==> src/rtl/mr_fetch.sv <==
// mr_fetch: sequential PC fetch, in-order imem request/response,
// fetch queue to decode with retire-slot allocation and flush redirect.
//
// Ports:
//   clk, rst                  clock, async active-high reset
//   imem_req_valid/ready/addr fetch request channel
//   imem_resp_valid/data      in-order response channel, no backpressure
//   wb_full, wb_next_id       retire queue status and free slot id
//   wb_inst_in, wb_inst_pc    retire slot allocation
//   flush_pipe_to_pc/flush_pc redirect from writeback
//   dec_valid/ready/inst/pc/id decode handshake and payload
module mr_fetch #(
  parameter int XLEN = 32,
  parameter int INSTID_BITS = 4,
  parameter logic [XLEN-1:0] RESET_PC = '0,
  parameter int FQ_DEPTH = 2
) (
  input  logic                   clk,
  input  logic                   rst,
  output logic                   imem_req_valid,
  input  logic                   imem_req_ready,
  output logic [XLEN-1:0]        imem_req_addr,
  input  logic                   imem_resp_valid,
  input  logic [31:0]            imem_resp_data,
  input  logic                   wb_full,
  input  logic [INSTID_BITS-1:0] wb_next_id,
  output logic                   wb_inst_in,
  output logic [XLEN-1:0]        wb_inst_pc,
  input  logic                   flush_pipe_to_pc,
  input  logic [XLEN-1:0]        flush_pc,
  output logic                   dec_valid,
  input  logic                   dec_ready,
  output logic [31:0]            dec_inst,
  output logic [XLEN-1:0]        dec_pc,
  output logic [INSTID_BITS-1:0] dec_id
);

  localparam int AW = (FQ_DEPTH > 1) ? $clog2(FQ_DEPTH) : 1;
  localparam int CW = $clog2(FQ_DEPTH + 1);
  localparam logic [CW-1:0] DEPTH_C = CW'(FQ_DEPTH);
  localparam logic [CW:0]   DEPTH_W = (CW+1)'(FQ_DEPTH);

  typedef struct packed {
    logic [31:0]     inst;
    logic [XLEN-1:0] pc;
  } fq_ent_t;

  fq_ent_t         fq_mem [FQ_DEPTH];
  logic [XLEN-1:0] rq_pc  [FQ_DEPTH];

  logic [XLEN-1:0] pc;
  logic [AW-1:0]   fq_head, fq_tail;
  logic [AW-1:0]   rq_head, rq_tail;
  logic [CW-1:0]   fq_count;
  logic [CW-1:0]   outstanding;
  logic [CW-1:0]   drop_cnt;
  logic [CW-1:0]   live;
  logic [CW:0]     credit;
  logic            can_req;
  logic            req_fire;
  logic            push;
  logic            pop;
  logic            unused_flush_lsb;

  assign unused_flush_lsb = ^flush_pc[1:0];

  // Credit counts live requests as already occupying a queue slot,
  // so a returning word always has room.
  always_comb begin
    live    = outstanding - drop_cnt;
    credit  = {1'b0, live} + {1'b0, fq_count};
    can_req = (credit < DEPTH_W) && (outstanding < DEPTH_C);
  end

  assign imem_req_valid = !rst && can_req && !flush_pipe_to_pc;
  assign imem_req_addr  = pc;
  assign req_fire       = imem_req_valid && imem_req_ready;

  assign push = imem_resp_valid && !flush_pipe_to_pc
             && (drop_cnt == '0);

  assign dec_valid  = (fq_count != '0) && !wb_full
                   && !flush_pipe_to_pc;
  assign dec_inst   = fq_mem[fq_head].inst;
  assign dec_pc     = fq_mem[fq_head].pc;
  assign dec_id     = wb_next_id;
  assign pop        = dec_valid && dec_ready;
  assign wb_inst_in = pop;
  assign wb_inst_pc = dec_pc;

  // Storage only; validity is carried by the reset pointers.
  always_ff @(posedge clk) begin
    if (req_fire)
      rq_pc[rq_tail] <= pc;
    if (push)
      fq_mem[fq_tail] <= '{inst: imem_resp_data,
                           pc:   rq_pc[rq_head]};
  end

  always_ff @(posedge clk or posedge rst) begin
    if (rst) begin
      pc          <= RESET_PC;
      fq_head     <= '0;
      fq_tail     <= '0;
      fq_count    <= '0;
      rq_head     <= '0;
      rq_tail     <= '0;
      outstanding <= '0;
      drop_cnt    <= '0;
    end else begin
      if (req_fire) begin
        pc      <= pc + XLEN'(4);
        rq_tail <= rq_tail + AW'(1);
      end
      // The request PC FIFO tracks doomed requests too, so it
      // keeps popping on every response across flushes.
      if (imem_resp_valid)
        rq_head <= rq_head + AW'(1);
      unique case ({req_fire, imem_resp_valid})
        2'b10:   outstanding <= outstanding + CW'(1);
        2'b01:   outstanding <= outstanding - CW'(1);
        default: ;
      endcase
      if (flush_pipe_to_pc) begin
        pc       <= {flush_pc[XLEN-1:2], 2'b00};
        drop_cnt <= outstanding - CW'(imem_resp_valid);
        fq_head  <= '0;
        fq_tail  <= '0;
        fq_count <= '0;
      end else begin
        if (imem_resp_valid && (drop_cnt != '0))
          drop_cnt <= drop_cnt - CW'(1);
        if (push)
          fq_tail <= fq_tail + AW'(1);
        if (pop)
          fq_head <= fq_head + AW'(1);
        unique case ({push, pop})
          2'b10:   fq_count <= fq_count + CW'(1);
          2'b01:   fq_count <= fq_count - CW'(1);
          default: ;
        endcase
      end
    end
  end

endmodule

==> config.mk <==
export PLATFORM = sky130hd
export DESIGN_NAME = mr_fetch
export DESIGN_NICKNAME = d
export VERILOG_FILES = /design/src/rtl/mr_fetch.sv
export SDC_FILE = /design/constraint.sdc
export NUM_CORES = 1
export LEC_CHECK = 0
export ABC_AREA = 1
export ABC_CLOCK_PERIOD_IN_PS = 4000
export CORE_MARGIN = 2
export CORE_UTILIZATION = 40
export CTS_CLUSTER_SIZE = 20
export DETAILED_ROUTE_END_ITERATION = 10
export HOLD_SLACK_MARGIN = 0.15
export PLACE_DENSITY = 0.68
export SETUP_SLACK_MARGIN = 0.1
export SYNTH_ARGS = -nofsm -noshare
export SYNTH_HDL_FRONTEND = slang
export SYNTH_SLANG_ARGS = --single-unit
export TNS_END_PERCENT = 30
==> constraint.sdc <==
create_clock -name clk -period 4 [get_ports clk]
set_clock_uncertainty 0.05 [all_clocks]
set_input_delay 0.6 -clock clk [delete_from_list [all_inputs] [get_ports clk]]
set_output_delay 0.6 -clock clk [all_outputs]
set_load 0.01 [all_outputs]
==> out/metrics.cfg <==
[sta]
slew_viol_final = 0
fin_crit_sh = 0.859
relSlewSlack = 0.370
max_freq_ghz = 0.291
tightest_slew_ps = 945
hold_viol = 0
period_minus_slack_ps = 3440
rsz0062_at_grt = false
setup_viol = 0

[setup_path]
crit_path_max_incr_delay_ps = 540
path_class = flop to output pin
worst-path-max-fanout = 4
ff2ff_path_depth = 9
cp-start-kind = flop
cp.arrival_ps = 2790
worstPathRequired_ps = 3350
critPathCaptureType = output pin
r2r_start = outstanding[0]$_DFFE_PP0P_
path_cells = inv_1 > ha_1 > or2_2 > fa_1 > nand2_1 > nor2_1 > clkdlybuf4s50_1
rr_endpoint = rq_pc[0][6]$_DFFE_PP_
r2r_slack_ps = 880
crit_slowest_cell = clkdlybuf4s50_1

[logic_synthesis]
syn_area_um2 = 9840
synth_seq_area_share = 0.663
synthArstFlopShare = 0.179
synth-edff-count = 184
synth_top_area_cell = edfxtp_1
syn_area_per_cell_um2 = 12.6
yosysWarnings = 0
synth_commonest_cells = 184 x edfxtp_1, 178 x nand2_1, 92 x mux2_2, 63 x inv_1, 48 x nor2_1
synth-seq-cells = 224
yosys-top-cells-area = edfxtp_1 56%, mux2_2 11%, dfrtp_1 10%, nand2_1 6.8%, buf_4 3.2%
syn_inst = 782
ys_types = 30
synthFlopType = edfxtp_1
synth.most_common_cell = edfxtp_1
yosysTopAreaCellShare = 0.561

[die]
start_util = 0.406
die_h_um = 161
ioPinCount = 210
rows = 57
design.die.area_um2 = 25900
chipWidth_um = 161
core-area_um2 = 24200

[placement]
dp_cells = 1251
dp_hpwl_um = 13600
gp_congestion = 0.840
io_buffer_count = 193

[detailed_routing]
vias_per_cell = 4.74
dr.pass1.iters = 5
drt_wl_total_um = 20900
wire_per_inst_um = 16.1
num_vias = 6153
drt_iter0_drc = 352
ant_nets = 0
drc = 0

[pwr]
cellLeakagePower_uw = 0.00465
finalPower_uw = 6820
ir_worst_vdd_uv = 274
p_per_area_nw_per_um2 = 539

[cells_and_area]
fin_cells = 1297
utilization = 0.521
drive_gt1_frac = 0.162
area_growth_pct = 28.5
final_nets = 1035

[worst_hold_path]
worstHoldPathCells = 2
worstHoldPathType = flop to flop
hold_end = fq_count[0]$_DFFE_PP0P_
min_from = fq_count[0]$_DFFE_PP0P_

[clocking]
clk_pin_slew_worst_paths_ps = 60
cts-root-buf = clkbuf_16
cts_num_sinks = 224
cts-hold-fix-buffers = 0
post_cts_resized = 0
cts_tree = yes
htreeDepth = 1
cts_buffers = 25
post-cts-setup-buffer-count = 0
clockBufferDepth = 3
worstSkewPairLatency_ps = 520

[global_route]
groute.usage.overall = 0.158
antenna_found_initial = 0
grt_pass1_wl_um = 32100
grt_max_degree = 65
overflow = 0
grt_pass1_vias = 5980

[outcome]
status = complete, no violations

[job]
cap_viol_max_count = 0

-- cell families (layout without fill, tap and decap cells) --
kind of cell / after synthesis / in the layout / share of synthesized area
adders and majority gates: 6 / 6 / 0.00839
other: 1 / 7 / 0.000381
DFF: 224 / 224 / 0.663
xor gates and xnor gates: 14 / 14 / 0.0125
buffers and inverters: 125 / 310 / 0.0674
AOI/OAI and AO/OA: 40 / 40 / 0.0224
muxes: 92 / 92 / 0.105
and+or+nand+nor: 280 / 280 / 0.121
-- power by group --
group          total, uW  switching (uW)  leakage (uW)  internal [uW]
Sequential          3170             314       0.00215           2860
Clock               2110             871      0.000365           1240
Combinational       1540             705       0.00213            831
Total               6820            1890       0.00465           4930
-- sequential cells by signal (all words and copies together), names as in the netlist --
signal,count
fq_mem,124
rq_pc,60
imem_req_addr,30
drop_cnt,2
fq_count,2
outstanding,2
fq_head,1
fq_tail,1
rq_head,1
rq_tail,1
-- metal layers --
metal  vias to the layer above  global-route usage  wire length (um)
li1                       2978                   -                 -
met1                      2950               0.208              9000
met2                       197               0.274             10300
met3                        28              0.0289              1310
met4                         0              0.0394               337
met5                         -                   0                 0
-- through the flow --
step	instance area (um^2)	setup TNS (ps)	setup slack, ps	hold slack [ps]
floorplan	9860	-6610	-107	420
global placement	11900	0	915	438
detailed placement	11900	0	872	447
CTS	12600	0	549	465
global route	12600	0	427	502
finish	12600	0	564	467
-- worst max-delay path, delay by kind of cell (launching register included) --
kind | cells | cell delay (ps)
adder cells (fa/ha/maj) | 2 | 780
buffers and inverters | 2 | 620
AND/OR/NAND/NOR | 3 | 470
flip-flops | 1 | 390
-- cell type report --
type                    count  area (um^2)
well taps                 324          405
fillers                  2067        11600
repair buffers            199         2000
clock inverters             9         77.6
diodes                      1         2.50
multi-input cells         438         2700
inverters                  66          248
clock buffers              36          677
flip-flops and latches    224         6530
-- cells in the final DEF, fill, tap and decap left out, types with 4 or more instances in the layout --
cell and instances:
clkbuf_1 10, dfrtp_1 38, xor2_1 11, a21oi_1 6
clkdlybuf4s50_1 193, inv_1 63, nand3_1 36, nand2_1 178
ha_1 5, buf_4 4, o21ai_0 26, edfxtp_1 184
clkbuf_16 25, nor2_4 8, o211ai_1 5, nor2_1 44
mux2_2 92, nand2_2 4, conb_1 6
-- worst max-delay path by stage --
| stage | slack [ps] | cells past startpoint | end | start |
|---|---|---|---|---|
| global placement | 910 | 9 | rq_pc[0][8]$_DFFE_PP_ | outstanding[0]$_DFFE_PP0P_ |
| detailed placement | 870 | 9 | rq_pc[0][8]$_DFFE_PP_ | outstanding[0]$_DFFE_PP0P_ |
| global route | 430 | 7 | imem_req_valid | outstanding[0]$_DFFE_PP0P_ |
| CTS | 550 | 7 | imem_req_valid | outstanding[0]$_DFFE_PP0P_ |
| floorplan | -110 | 4 | fq_mem[1][10]$_DFFE_PP_ | flush_pipe_to_pc |
| finish | 560 | 7 | imem_req_valid | outstanding[0]$_DFFE_PP0P_ |
Power figures use the tool's default switching activity.
